`src/rtl/fetch_prefetch_ctrl_pkg.sv`:
```
// Shared types and constants for the instruction-fetch sequencer.
package fetch_prefetch_ctrl_pkg;

   localparam int ADDR_W     = 32;
   localparam int INSTR_W    = 32;
   localparam int WORD_BYTES = 4;
   localparam int ENTRY_W    = ADDR_W + INSTR_W;

   localparam logic [INSTR_W-1:0] NOP_INSTR = 32'hE000_0000;

   typedef enum logic [1:0] {
      ST_BOOT = 2'd0,
      ST_RUN  = 2'd1,
      ST_HALT = 2'd2
   } state_t;

   typedef struct packed {
      logic [ADDR_W-1:0]  pc;
      logic [INSTR_W-1:0] instr;
   } fetch_entry_t;

   function automatic logic [ADDR_W-1:0] wrap_addr(input logic [ADDR_W-1:0] addr,
                                                  input int unsigned         mem_bytes);
      return addr % ADDR_W'(mem_bytes);
   endfunction

endpackage

```
`src/rtl/fetch_prefetch_ctrl_fifo.sv`:
```
// Generic synchronous FIFO with push/pop/flush; flush wins over push but a pop still completes.
module prefetch_fifo #(
   parameter int DEPTH = 4,
   parameter int W     = 64
) (
   input  logic                     clk,
   input  logic                     rst,
   input  logic                     i_push,
   input  logic                     i_pop,
   input  logic                     i_flush,
   input  logic [W-1:0]             i_wdata,
   output logic [W-1:0]             o_rdata,
   output logic [$clog2(DEPTH):0]   o_count,
   output logic                     o_empty
);

   localparam int AW = $clog2(DEPTH);
   localparam int CW = AW + 1;

   logic [W-1:0]  r_mem [DEPTH];
   logic [AW-1:0] r_wr_ptr;
   logic [AW-1:0] r_rd_ptr;
   logic [CW-1:0] r_count;
   logic          w_full;
   logic          w_do_pop;
   logic          w_do_push;

   assign o_empty   = (r_count == '0);
   assign w_full    = (r_count == CW'(DEPTH));
   assign w_do_pop  = i_pop && !o_empty;
   assign w_do_push = i_push && (!w_full || w_do_pop) && !i_flush;

   // NOTE: sequential state uses non-blocking assignments so every register samples pre-edge values.
   always_ff @(posedge clk or posedge rst) begin
      if (rst) begin
         r_wr_ptr <= '0;
         r_rd_ptr <= '0;
         r_count  <= '0;
      end else if (i_flush) begin
         r_wr_ptr <= '0;
         r_rd_ptr <= '0;
         r_count  <= '0;
      end else begin
         if (w_do_push) r_wr_ptr <= r_wr_ptr + 1'b1;
         if (w_do_pop)  r_rd_ptr <= r_rd_ptr + 1'b1;
         case ({w_do_push, w_do_pop})
            2'b10:   r_count <= r_count + 1'b1;
            2'b01:   r_count <= r_count - 1'b1;
            default: r_count <= r_count;
         endcase
      end
   end

   // NOTE: storage is not reset; validity is carried entirely by the pointers and count.
   always_ff @(posedge clk) begin
      if (w_do_push) r_mem[r_wr_ptr] <= i_wdata;
   end

   assign o_rdata = r_mem[r_rd_ptr];
   assign o_count = r_count;

endmodule

```
`src/rtl/fetch_prefetch_ctrl.sv`:
```
// Fetch sequencer: owns the fetch PC, gates pushes into the prefetch FIFO and handles redirects.
module fetch_prefetch_ctrl
   import fetch_prefetch_ctrl_pkg::*;
#(
   parameter int          DEPTH     = 4,
   parameter int unsigned MEM_BYTES = 256,
   parameter int unsigned RESET_PC  = 0
) (
   input  logic                      clk,
   input  logic                      rst,
   input  logic                      fetch_en,
   input  logic                      branch_taken,
   input  logic [ADDR_W-1:0]         branch_addr,
   output logic [ADDR_W-1:0]         imem_addr,
   input  logic [INSTR_W-1:0]        imem_instr,
   output logic                      instr_valid,
   input  logic                      instr_ready,
   output logic [INSTR_W-1:0]        instr_out,
   output logic [ADDR_W-1:0]         pc_out,
   output logic [$clog2(DEPTH):0]    fifo_count,
   output logic                      fetching
);

   localparam int CW = $clog2(DEPTH) + 1;

   state_t            r_state;
   state_t            w_next_state;
   logic [ADDR_W-1:0] r_fetch_pc;
   logic [ADDR_W-1:0] w_next_pc;
   logic              w_run;
   logic              w_push;
   logic              w_pop;
   logic              w_empty;
   logic [CW-1:0]     w_count;
   logic [ADDR_W-1:0] w_target;
   fetch_entry_t      w_wentry;
   fetch_entry_t      w_head;

   always_ff @(posedge clk or posedge rst) begin
      if (rst) r_state <= ST_BOOT;
      else     r_state <= w_next_state;
   end

   // A redirect freezes RUN/HALT for that cycle; BOOT always leaves after one cycle.
   always_comb begin
      // NOTE: default first so no path leaves the signal unassigned and infers a latch.
      w_next_state = r_state;
      case (r_state)
         ST_BOOT: w_next_state = fetch_en ? ST_RUN : ST_HALT;
         ST_RUN:  if (!branch_taken && !fetch_en) w_next_state = ST_HALT;
         ST_HALT: if (!branch_taken &&  fetch_en) w_next_state = ST_RUN;
         default: w_next_state = ST_BOOT;
      endcase
   end

   always_comb begin
      w_run = (r_state == ST_RUN);
   end

   assign w_pop    = !w_empty && instr_ready;
   assign w_push   = w_run && !branch_taken && ((w_count < CW'(DEPTH)) || w_pop);
   assign w_target = {branch_addr[ADDR_W-1:2], 2'b00};

   always_comb begin
      w_next_pc = r_fetch_pc;
      if (branch_taken)
         w_next_pc = wrap_addr(w_target, MEM_BYTES);
      else if (w_push)
         w_next_pc = wrap_addr(r_fetch_pc + ADDR_W'(WORD_BYTES), MEM_BYTES);
   end

   always_ff @(posedge clk or posedge rst) begin
      if (rst) r_fetch_pc <= ADDR_W'(RESET_PC);
      else     r_fetch_pc <= w_next_pc;
   end

   // The stored PC is fetch address + 4 without wrapping, as decode expects.
   assign w_wentry.pc    = r_fetch_pc + ADDR_W'(WORD_BYTES);
   assign w_wentry.instr = imem_instr;

   prefetch_fifo #(
      .DEPTH (DEPTH),
      .W     (ENTRY_W)
   ) u_fifo (
      .clk     (clk),
      .rst     (rst),
      .i_push  (w_push),
      .i_pop   (w_pop),
      .i_flush (branch_taken),
      .i_wdata (w_wentry),
      .o_rdata (w_head),
      .o_count (w_count),
      .o_empty (w_empty)
   );

   assign imem_addr   = r_fetch_pc;
   assign instr_valid = !w_empty;
   assign instr_out   = w_empty ? '0 : w_head.instr;
   assign pc_out      = w_empty ? '0 : w_head.pc;
   assign fifo_count  = w_count;
   assign fetching    = w_push;

endmodule

```
`config.mk`:
```
export PLATFORM = sky130hd
export DESIGN_NAME = fetch_prefetch_ctrl
export DESIGN_NICKNAME = d
export VERILOG_FILES = /design/src/rtl/fetch_prefetch_ctrl_pkg.sv /design/src/rtl/fetch_prefetch_ctrl_fifo.sv /design/src/rtl/fetch_prefetch_ctrl.sv
export SDC_FILE = /design/constraint.sdc
export NUM_CORES = 1
export LEC_CHECK = 0
export ABC_AREA = 1
export BUFFER_PORTS_ARGS = -buffer_cell sky130_fd_sc_hd__buf_2
export CORE_MARGIN = 1.5
export CORE_UTILIZATION = 58
export CTS_CLUSTER_SIZE = 25
export DETAILED_ROUTE_END_ITERATION = 16
export HOLD_SLACK_MARGIN = 0.06
export MAX_ROUTING_LAYER = met4
export PLACE_DENSITY = 0.95
export SLEW_MARGIN = 25
export SYNTH_ARGS = -nofsm -noshare
export SYNTH_HDL_FRONTEND = slang
export SYNTH_SLANG_ARGS = --single-unit
```
`constraint.sdc`:
```
create_clock -name clk -period 4.9 [get_ports clk]
set_input_delay 0.98 -clock clk [delete_from_list [all_inputs] [get_ports clk]]
set_output_delay 0.98 -clock clk [all_outputs]
set_load 0.01 [all_outputs]
```
Word-level counts from Yosys, hierarchy flattened
Memories as Yosys holds them, arrays and structs flattened.
Index checks and enable logic that the tools add are counted.
Word-level totals
  memories kept: 1
  word-level logic and storage cells: 56
  bits in writable memories: 256
  output and inout port bits: 101
  register bits: 41
Memory list
  u_fifo.r_mem: depth 4, bits a word 64, read ports 1, clocked after memory_dff 0, write ports 1, RTL line fetch_prefetch_ctrl_fifo.sv:20  | logic [W-1:0] r_mem [DEPTH];
Cells by class
  magnitude comparators: 1
  reductions and logical operators: 21
  $add $sub $neg: 5
  muxes and demuxes: 16
  equality and inequality tests: 7
Operators by type and width (count)
  $mux W32: 4
  $add A32 B3 Y32 const B: 1
  $mux W2: 7
  $logic_and A1 B1 Y1: 8
  $pmux W2 S3: 1
  $pmux W3 S2: 1
  $reduce_bool A2 Y1: 3
  $add A2 B1 Y2 const B: 2
  $eq A2 B1 Y1 const B: 2
  $eq A2 B2 Y1 const B: 2
  $logic_not A1 Y1: 4
  $add A3 B1 Y3 const B: 1
  $eq A3 B3 Y1 const B: 1
  $logic_not A3 Y1: 1
  $lt A3 B3 Y1 const B: 1
  $mux W3: 1
  $reduce_bool A3 Y1: 1
  $sub A3 B1 Y3 const B: 1
  $logic_not A2 Y1: 1
  $logic_or A1 B1 Y1: 2
  $mux W1: 2
  $ne A2 B1 Y1 const B: 1
  $ne A2 B2 Y1 const B: 1
  $reduce_and A2 Y1: 1

Depth between registers and ports, before layout
Gate-level depths: netlist of the first run.
  depth in word-level cells: 10
  mapped depth: 11
  depth with buffers taken out: 11

Hierarchy
From an unflattened synthesis of the first run, not the netlist that was laid out.
Second synthesis, totals
  cells, all modules: 919
  area total of the unflattened synthesis: 11227.0 um2
By module, submodules not included
  prefetch_fifo: instances 1, area each 9967.1 um2, cells each 685, sequential area each 7862.5 um2
  fetch_prefetch_ctrl: instances 1, area each 1260.0 um2, cells each 234, sequential area each 200.2 um2

Worst setup path after synthesis of the first run
No wires, ideal clock.
  kind: input to register
  start point: input instr_ready
  end point: memory u_fifo.r_mem[0][0], enable pin
  stages: 4
  data arrival time: 2.922 ns
  path slack: 1.542 ns
  path through: inv_1 > nand2_2 > nand3_2 > nor2_1
Between the ends
  word-level cells in the longest chain between the ends: 7
  elaborated cells on any way between the ends: 9
  classes of those cells: mux (2); reduce/logical (7)
RTL lines
  from (decl): RTL line fetch_prefetch_ctrl.sv:17  | input logic instr_ready,
  $logic_and A1 B1 Y1 (*): RTL line fetch_prefetch_ctrl.sv:60  | assign w_pop = !w_empty && instr_ready;
  $logic_or A1 B1 Y1 or $logic_and A1 B1 Y1 (tied branches): RTL line fetch_prefetch_ctrl.sv:61, fetch_prefetch_ctrl_fifo.sv:30
  $logic_and A1 B1 Y1 or $logic_or A1 B1 Y1 (tied branches): RTL line fetch_prefetch_ctrl.sv:61, fetch_prefetch_ctrl_fifo.sv:31
  $logic_and A1 B1 Y1 (*) (2 in series): RTL line fetch_prefetch_ctrl_fifo.sv:31  | assign w_do_push = i_push && (!w_full || w_do_pop) && !i_flush;
  $mux W1 (*): RTL line fetch_prefetch_ctrl_fifo.sv:56  | if (w_do_push) r_mem[r_wr_ptr] <= i_wdata;
  $mux W1 (not written as such) (*): RTL line fetch_prefetch_ctrl_fifo.sv:56
  to (decl): RTL line fetch_prefetch_ctrl_fifo.sv:20
Mark *: on every way between the ends. The rest lies on a longest branch, timed or not.

Worst setup path after layout of the first run
  start point: register u_fifo.r_rd_ptr[1]
  end point: output pc_out[7]
Between the ends
  word-level cells in the longest chain between the ends: 2
RTL lines
  from (decl): RTL line fetch_prefetch_ctrl_fifo.sv:22  | logic [AW-1:0] r_rd_ptr;
  from (signal assigned): RTL line fetch_prefetch_ctrl_fifo.sv:45  | if (w_do_pop) r_rd_ptr <= r_rd_ptr + 1'b1;
  $mem_v2 Z4 W64
  $mux W32: RTL line fetch_prefetch_ctrl.sv:99  | assign pc_out = w_empty ? '0 : w_head.pc;
  to (decl): RTL line fetch_prefetch_ctrl.sv:19  | output logic [ADDR_W-1:0] pc_out,
No other way between the ends.

==> key figures, run 1 <==
GRT
  – Vias in the first global route: 4,560
  – Gr ovfl total: 0
  – Initial antenna violation count: 0
  – Tot GR Track Use: 23.1%
  – First-pass GRT wire length: 22.2 mm
  – Largest net degree at the start of global routing: 80

Synthesis
  – Ys Warns: 0
  – Count of cell types in the netlist: 32
  – Synth area leaders: edfxtp_1 (64%), nor2_1 (8.4%), buf_4 (5.4%)
  – Number of synthesized register bits: 171
  – Post-synthesis async set-or-reset flop share: 8.77%
  – Register area share after synthesis: 68.6%
  – Most frequent cells after synthesis: nor2_1 (165), edfxtp_1 (156), o21ai_0 (79)
  – Post-synth EDFFs: 156
  – Most frequent cell after synthesis: nor2_1
  – Yosys top cell by area: edfxtp_1
  – Post-Syn Area: 7370 sq um
  – Main flop type after synthesis: edfxtp_1
  – Avg Inst Size Synth: 11.7 sq um
  – Top cell type's share of synthesized area: 63.5%
  – Post-Synthesis Cells: 633

Clocking
  – Setup repair bufs after CTS: 0
  – Sink Count: 171
  – CTS hold repair buffers: 0
  – Clk buf depth: 2
  – CTS Buf Count: 17
  – CTS H-tree depth: 4
  – Clock transition at the registers of the reported paths: 0.06 ns
  – CTS tree: yes
  – CTS-repair resized insts: 0
  – Root Buffer: clkbuf_16
  – Clk_lat worst skew: 0.41 ns

Power
  – Clock power frac: 29.3%
  – Final total power: 4.37 mW
  – Leak: 3.21 nW
  – Peak VDD IR: 0.000335 V
  – Sw Ratio: 34.3%
  – Sequential cell fraction of total power: 40.4%
  – Internal power: 2.87 mW
  – Comb pwr share: 30.3%
  – Net switching power: 1.50 mW
  – Pwr/cell area: 524 nW/um^2

Placed design
  – Port buffer count: 92
  – Hpwl dp: 8.50 mm
  – Gpl congestion: 0.817
  – DP Worst Slack: 1.86 ns

Timing
  – Skew final: 0.00846 ns
  – Setup TNS: 0 ns
  – Final period util: 70.1%
  – Tightest Pin Transition: 0.926 ns
  – Max Fclk: 0.291 GHz
  – Hold Vio Cnt, Final: 0
  – Slew headroom: 38.3%
  – Final min period: 3.44 ns
  – RSZ-0062 raised after global routing: no
  – Fin worst setup slack: 1.46 ns
  – Min Hold Slack: 0.538 ns
  – Final setup viols: 0
  – Count of pins over their slew limit: 0

Setup path
  – Worst R2R Path Depth: 4
  – Critical R2R Launch: u_fifo.o_count[2]
  – Crit path capture type: output pin
  – Slowest cell on the critical path: clkinv_1
  – Critical path origin: u_fifo.r_rd_ptr[1]
  – Critical path type: reg2out
  – Required @ worst endpoint: 3.92 ns
  – Levels on crit path: 6
  – Worst-path maximum fanout: 22
  – R2r endpoint: u_fifo.r_mem[1][2]
  – Critical Path Sink: pc_out[7]
  – Crit path DAT: 2.46 ns
  – CP top delay family: buffers and inverters
  – Slowest stage delay, CP: 0.52 ns
  – Crit start category: flop
  – WP buf/inv: 3
  – Crit-path cells: clkinv_1, buf_4, nor2_1, o21ai_0, a21oi_1, buf_2
  – Worst R2R Setup Slack: 2.69 ns

Finish
  – Number of diodes: 0
  – Synth-to-layout area growth: 13.1%
  – Final Util: 66.6%
  – NumNets Final: 794
  – Layout cells sized above 1: 20.8%

Die
  – Initial core utilization: 58.9%
  – Chip width: 116 microns
  – Row count: 41
  – Boundary pin count: 170
  – Die Span Y: 116 microns
  – Core area: 12,500 sq um
  – Die area: 13,400 sq um

Flow run
  – Max-cap violations: 0

Route
  – Routed wire per std cell: 16.1 microns
  – Total number of vias: 4,874
  – Vias per cell: 5.39
  – DR DRC count: 0
  – Final WL: 14.5 mm
  – Post-DRT Antenna Nets: 0
  – DRT iter0 DRCs: 537
  – Detailed-router iteration count before antenna repair: 5

Min path
  – Worst Hold Class: reg2reg

Outcome
  – Run status: finished, final reports clean
==> how the worst min path moves through the flow <==
stage          startpoint  depth (start not counted)    endpoint
6_report       r_state[0]                          1  r_state[0]
5_1_grt        r_state[0]                          1  r_state[0]
2_1_floorplan  r_state[0]                          1  r_state[0]
3_3_place_gp   r_state[0]                          1  r_state[0]
3_5_place_dp   r_state[0]                          1  r_state[0]
4_1_cts        r_state[0]                          1  r_state[0]
==> metal layers <==
layer	vias up	GRT usage, %	wire length [microns]
li1	2245	-	-
met4	0	10.2	327
met3	25	4.97	1180
met1	2329	27.7	5660
met5	-	-	0
met2	275	38.1	7370
==> kinds of logic after synthesis <==
family                   Yosys count  share of synthesized area [%]
AO/OA/AOI/OAI                    134                           9.33
XOR/XNOR                           5                          0.594
adder cells (fa/ha/maj)            6                           1.12
buffers and inverters            104                           8.77
flip-flops                       171                           68.6
other                              1                         0.0509
AND/OR/NAND/NOR                  212                           11.5
==> per-stage QoR <==
step                instances  cell area, sq um
floorplan                 683              7560
global placement          872              7760
detailed placement        872              7760
CTS                       904              8340
global route              904              8340
finish                    904              8340
==> area by class of cell <==
cell class	instances	area, sq um
clock buffer	17	425
clock inverter	15	150
fill	871	4180
inverter	22	86.3
multi-input combinational	408	1890
sequential	171	5060
tap	172	215
timing repair buffer	99	513
==> cell usage in the layout, fill, tap and decap left out, drive strengths merged <==
cell	instances
ha	5
nand2	37
inv	22
o211ai	3
a31oi	1
a21oi	43
nor2	168
nor3	1
clkbuf	17
dfrtp	15
conb	51
o21a	1
o21bai	1
edfxtp	156
xnor2	1
o21ai	85
xor2	4
nand3	6
clkinv	8
fa	1
clkinvlp	5
bufinv	2
buf	99
==> state kept, by name (all words and copies together), names as in the netlist <==
register         flops
u_fifo.o_count       3
u_fifo.r_rd_ptr      2
u_fifo.r_mem       156
imem_addr            6
u_fifo.r_wr_ptr      2
r_state              2
==> power by group through the flow <==
stage,sequential [mW],clock [mW],combinational (mW)
after floorplan,1.80,0,0.906
after global placement,1.79,0,1.27
after detailed placement,1.80,0,1.32
after CTS,1.77,1.29,1.33
after global routing,1.78,1.36,1.47
final,1.77,1.28,1.32
Note: power is estimated with default switching activity, not from simulation.
==> inputs of run 2 (changes only) <==
Settings changed: CORE_UTILIZATION 58 to 54, PLACE_DENSITY 0.95 to 0.9.
Clock period 4.9 ns to 3.5 ns, I/O delays scaled along.
==> key figures, run 2 (synthesized netlist as in run 1, its figures left out) <==
Power
  – Final total power: 6.32 mW (+45%)
  – Clock power frac: 31.4% (+2.1 points)
  – Leak: 3.28 nW (+1.9%)
  – Comb pwr share: 28.6% (-1.7 points)
  – Net switching power: 2.07 mW (+38%)
  – Peak VDD IR: 0.000497 V (+48%)
  – Sw Ratio: 32.7% (-1.5 points)
  – Internal power: 4.25 mW (+48%)
  – Sequential cell fraction of total power: 40.0% (-0.4 points)
  – Pwr/cell area: 749 nW/um^2 (+43%)

Timing
  – Final min period: 3.07 ns
  – Setup TNS: 0 ns (unchanged)
  – Hold Vio Cnt, Final: 0 (unchanged)
  – Final period util: 87.6%
  – Skew final: 0.00829 ns (-0.000176 ns)
  – Count of pins over their slew limit: 0 (unchanged)
  – Slew headroom: 42.9% (+4.6 points)
  – Final setup viols: 0 (unchanged)
  – Max Fclk: 0.326 GHz
  – RSZ-0062 raised after global routing: no
  – Tightest Pin Transition: 0.855 ns (-0.0707 ns)

GRT
  – Met2 global-route usage: 33.1% (-5.0 points)
  – Largest net degree at the start of global routing: 43 (-46%)
  – Vias in the first global route: 4,520 (-0.88%)
  – First-pass GRT wire length: 22.4 mm (+0.93%)
  – Met3 GRT Util: 4.66% (-0.31 points)
  – Met1 usage: 27.2% (-0.52 points)
  – Gr ovfl total: 0 (unchanged)
  – Tot GR Track Use: 21.3% (-1.8 points)
  – Initial antenna violation count: 0 (unchanged)
  – GR peak layer: met2

Finish
  – NumNets Final: 798 (+0.50%)
  – Layout cells sized above 1: 21.1% (+0.29 points)
  – Synth-to-layout area growth: 14.5%
  – Final Util: 63.5% (-3.1 points)
  – Max FFs per register: 156 (unchanged)
  – Commonest cells after routing, fill and taps aside: nor2_1 (161), edfxtp_1 (156), buf_2 (92)
  – Filler Cells Inserted: 958 (+10%)
  – Most common cell after layout, fill and taps aside: nor2_1
  – Biggest register: u_fifo.r_mem
  – Area of the multi-input gates: 1890 sq um (unchanged)
  – Final Non-Filler Cells: 912 (+0.88%)
  – Register area: 5060 sq um (unchanged)
  – Number of diodes: 0 (unchanged)
  – Final instance area: 8440 sq um (+1.2%)

Clocking
  – Clock transition at the registers of the reported paths: 0.06 ns (about the same)
  – Clk buf depth: 2 (unchanged)
  – Clk_lat worst skew: 0.42 ns (about the same)
  – Root Buffer: clkbuf_16
  – Setup repair bufs after CTS: 0 (unchanged)
  – CTS Buf Count: 17 (unchanged)
  – Sink Count: 171 (unchanged)
  – CTS hold repair buffers: 0 (unchanged)
  – CTS-repair resized insts: 0 (unchanged)
  – CTS H-tree depth: 4 (unchanged)
  – CTS tree: yes

Die
  – Initial core utilization: 55.5% (-3.4 points)
  – Core area: 13,300 sq um (+6.2%)
  – Die Span Y: 120 microns (+3.5%)
  – Die area: 14,400 sq um (+7.2%)
  – Boundary pin count: 170 (unchanged)
  – Chip width: 120 microns (+3.5%)
  – Row count: 42 (+2.4%)

Outcome
  – Run status: finished, final reports clean

Route
  – Post-DRT Antenna Nets: 0 (unchanged)
  – Vias per cell: 5.24 (-2.7%)
  – DRT iter0 DRCs: 480 (-11%)
  – Detailed-router iteration count before antenna repair: 5 (unchanged)
  – Final WL: 13.9 mm (-4.1%)
  – Routed wire per std cell: 15.3 microns (-5.0%)
  – Total number of vias: 4,782 (-1.9%)
  – DR DRC count: 0 (unchanged)

Setup path
  – Worst-path maximum fanout: 38 (+73%)
  – Crit path capture type: output pin
  – Crit path DAT: 2.37 ns (-0.09 ns)
  – Critical path type: reg2out
  – Crit start category: flop
  – Required @ worst endpoint: 2.80 ns (-1.12 ns)

Min path
  – Worst Hold Class: in2async

Placed design
  – Cell area after placement: 7810 sq um (+0.61%)
  – Placed cell count: 880 (+0.92%)
  – Hpwl dp: 8.11 mm (-4.5%)
  – Gpl congestion: 0.800 (-2.1%)
  – Port buffer count: 92 (unchanged)

Flow run
  – Max-cap violations: 0 (unchanged)
run 2: per-layer routing:
metal  vias to the layer above  wire (microns)
li1                       2249               -
met1                      2281            5840
met2                       227            6880
met3                        25             925
met4                         0             286
met5                         -               0
run 2: power by group through the flow:
stage | logic, mW | clock network [mW] | registers (mW)
after floorplan | 1.27 | 0 | 2.51
after global placement | 1.76 | 0 | 2.57
after detailed placement | 1.80 | 0 | 2.57
after CTS | 1.82 | 2.01 | 2.53
after global routing | 2.01 | 2.10 | 2.55
final | 1.81 | 1.98 | 2.53
run 2: final cells by class:
type	instances	area share (%)
clock buffer	19	5.13
timing repair buffer	103	6.58
clock inverter	13	2.36
inverter	22	1.01
multi-input combinational	408	22.3
sequential	171	60.0
tap	176	2.61
run 2: worst max-delay path: stages (launching register included):
cell	delay [ns]
dfrtp_2	0.84
buf_4	0.38
nor2_1	0.08
nor2_1	0.08
o21ai_0	0.08
a21oi_1	0.28
buf_2	0.19
run 2: final timing paths:
kind	start	end	slack [ns]	cells after the start
max in group asynchronous	rst	u_fifo.r_rd_ptr[1]	2.72	2
setup / recovery	u_fifo.r_rd_ptr[0]	pc_out[8]	0.43	6
min in group clk	imem_instr[12]	u_fifo.r_mem[1][12]	0.49	1
hold reg to reg	r_state[0]	r_state[0]	0.54	1
setup reg to reg	u_fifo.o_count[2]	u_fifo.r_mem[0][26]	1.48	4
hold / removal	rst	imem_addr[6]	0.35	2
run 2: stage by stage:
| stage | hold slack [ns] | setup slack, ns |
|---|---|---|
| finish | 0.347 | 0.433 |
| CTS | 0.345 | 0.423 |
| global route | 0.389 | 0.287 |
| global placement | 0.532 | 0.910 |
| floorplan | 0.499 | 0.422 |
| detailed placement | 0.538 | 0.899 |
==> inputs of run 3 (changes only) <==
Settings changed: ABC_AREA 1 to 0.
==> key figures, run 3 <==
Outcome
  – Run status: finished, final reports clean

Clocking
  – CTS Buf Count: 17 (unchanged)
  – Sink Count: 171 (unchanged)
  – Clk_lat worst skew: 0.41 ns (about the same)
  – CTS hold repair buffers: 0 (unchanged)
  – Setup repair bufs after CTS: 0 (unchanged)
  – CTS H-tree depth: 4 (unchanged)
  – Clock transition at the registers of the reported paths: 0.06 ns (about the same)
  – CTS-repair resized insts: 0 (unchanged)
  – CTS tree: yes
  – Root Buffer: clkbuf_16
  – Clk buf depth: 2 (unchanged)

Finish
  – Commonest cells after routing, fill and taps aside: edfxtp_1 (156), buf_2 (92), conb_1 (51)
  – Synth-to-layout area growth: 14.4% (about the same)
  – NumNets Final: 580 (-27%)
  – Final Util: 62.9% (-0.62 points)
  – Most common cell after layout, fill and taps aside: edfxtp_1
  – Layout cells sized above 1: 34.0% (+13 points)
  – Number of diodes: 0 (unchanged)
  – Final instance area: 8260 sq um (-2.1%)
  – Final Non-Filler Cells: 694 (-24%)
  – Max FFs per register: 156 (unchanged)
  – Biggest register: u_fifo.r_mem

Placed design
  – Placed cell count: 662 (-25%)
  – Hpwl dp: 7.74 mm (-4.6%)
  – Gpl congestion: 0.873 (+9.2%)
  – Cell area after placement: 7720 sq um (-1.1%)
  – Port buffer count: 92 (unchanged)

Min path
  – Worst Hold Class: in2async

Timing
  – Min Hold Slack: 0.344 ns (-0.00358 ns)
  – RSZ-0062 raised after global routing: no
  – Final setup viols: 0 (unchanged)
  – Count of pins over their slew limit: 0 (unchanged)
  – Slew headroom: 60.2% (+17 points)
  – Final min period: 2.83 ns (-0.240 ns)
  – Max Fclk: 0.354 GHz (+8.5%)
  – Skew final: 0.00856 ns (+0.000269 ns)
  – Final period util: 80.8% (-6.9 points)
  – Hold Vio Cnt, Final: 0 (unchanged)
  – Tightest Pin Transition: 0.597 ns (-0.258 ns)
  – Setup TNS: 0 ns (unchanged)

Synthesis
  – Most frequent cells after synthesis: edfxtp_1 (156), buf_4 (55), and2_1 (43)
  – Register area share after synthesis: 70.1% (+1.5 points)
  – Post-Syn Area: 7220 sq um (-2.1%)
  – Synth area leaders: edfxtp_1 (65%), mux4_2 (12%), buf_4 (5.7%)
  – Yosys top cell by area: edfxtp_1
  – Number of synthesized register bits: 171 (unchanged)
  – Avg Inst Size Synth: 18.0 sq um (+54%)
  – Post-Synthesis Cells: 402 (-36%)
  – Top cell type's share of synthesized area: 64.9% (+1.4 points)
  – Main flop type after synthesis: edfxtp_1
  – Count of cell types in the netlist: 40 (+25%)
  – Ys Warns: 0 (unchanged)
  – Post-synth EDFFs: 156 (unchanged)
  – Most frequent cell after synthesis: edfxtp_1
  – Post-synthesis async set-or-reset flop share: 8.77% (unchanged)

Die
  – Die Span Y: 119 microns (-1.0%)
  – Chip width: 119 microns (-1.0%)
  – Boundary pin count: 170 (unchanged)
  – Row count: 42 (unchanged)
  – Die area: 14,100 sq um (-2.1%)
  – Initial core utilization: 54.9% (-0.52 points)
  – Core area: 13,100 sq um (-1.2%)

Setup path
  – Worst-path maximum fanout: 26 (-32%)
  – Slowest cell on the critical path: mux4_2
  – Required @ worst endpoint: 2.80 ns (about the same)
  – Crit start category: flop
  – Worst R2R Path Depth: 8 (+4)
  – Slowest stage delay, CP: 0.56 ns (-0.28 ns)
  – Crit path DAT: 2.13 ns (-0.24 ns)
  – Crit-path cells: buf_4, mux4_2, and2_1, buf_2
  – Crit path capture type: output pin
  – Critical path type: reg2out
  – CP top delay family: buffers and inverters
  – Levels on crit path: 4 (-2)
  – WP buf/inv: 2 (unchanged)

GRT
  – Met2 global-route usage: 30.4% (-2.7 points)
  – Vias in the first global route: 3,670 (-19%)
  – Tot GR Track Use: 19.1% (-2.2 points)
  – First-pass GRT wire length: 19.6 mm (-13%)
  – Gr ovfl total: 0 (unchanged)
  – Initial antenna violation count: 0 (unchanged)
  – Met1 usage: 24.7% (-2.5 points)
  – Largest net degree at the start of global routing: 44 (+2.3%)
  – GR peak layer: met2
  – Met3 GRT Util: 4.58% (-0.073 points)

Power
  – Leak: 3.05 nW (-6.8%)
  – Pwr/cell area: 698 nW/um^2 (-6.9%)
  – Peak VDD IR: 0.000575 V (+16%)

Route
  – Vias per cell: 5.23 (-0.30%)
  – Routed wire per std cell: 17.9 microns (+17%)
  – Final WL: 12.4 mm (-11%)
  – Total number of vias: 3,628 (-24%)
  – DRT iter0 DRCs: 261 (-46%)
  – DR DRC count: 0 (unchanged)
  – Detailed-router iteration count before antenna repair: 6 (+1)
  – Post-DRT Antenna Nets: 0 (unchanged)

Flow run
  – Max-cap violations: 0 (unchanged)
run 3: final timing paths:
path | startpoint | endpoint | slack (ns)
min | rst | u_fifo.o_count[0] | 0.34
max | u_fifo.r_rd_ptr[0] | pc_out[6] | 0.67
max reg2reg | u_fifo.o_count[0] | u_fifo.o_count[2] | 1.15
min reg2reg | u_fifo.r_wr_ptr[0] | u_fifo.r_wr_ptr[0] | 0.58
min in group clk | imem_instr[0] | u_fifo.r_mem[1][0] | 0.50
max in group asynchronous | rst | u_fifo.r_rd_ptr[0] | 2.75
run 3: per-stage QoR:
step / power (mW) / setup WS [ns]
2_1_floorplan: 3.66 / 0.868
3_3_place_gp: 4.09 / 1.05
3_5_place_dp: 4.14 / 0.969
4_1_cts: 5.83 / 0.604
5_1_grt: 6.04 / 0.507
6_report: 5.76 / 0.673
run 3: layout make-up:
| class | instances | area (sq um) |
|---|---|---|
| Tap cell | 176 | 220 |
| Inverter | 6 | 22.5 |
| Multi-Input combinational cell | 208 | 1860 |
| Fill cell | 961 | 4880 |
| Clock inverter | 7 | 42.5 |
| Timing Repair Buffer | 101 | 553 |
| Sequential cell | 171 | 5060 |
| Clock buffer | 25 | 497 |
run 3: cells by family (layout without fill, tap and decap cells):
logic type                 after synthesis  in the layout  share of synthesized area [%]
other                                    1             51                         0.0520
and+or+nand+nor                         82             82                           6.47
muxes                                   41             41                           12.4
AOI/OAI and AO/OA                       21             21                           2.17
adders and majority gates                6              6                           1.14
buffers and inverters                   73            139                           6.78
DFF                                    171            171                           70.1
xor gates and xnor gates                 7              7                          0.849
run 3: power breakdown:
group	leakage [nW]	switching, mW	total, mW	internal (mW)
clock	0.258	0.701	1.68	0.983
sequential	1.60	0.0910	2.46	2.37
combinational	1.19	0.860	1.62	0.757
total	3.05	1.65	5.76	4.11
run 3: per-layer routing:
metal	wire (microns)	vias up
li1	-	1636
met1	5250	1843
met2	6490	138
met3	592	11
met4	110	0
met5	0	-
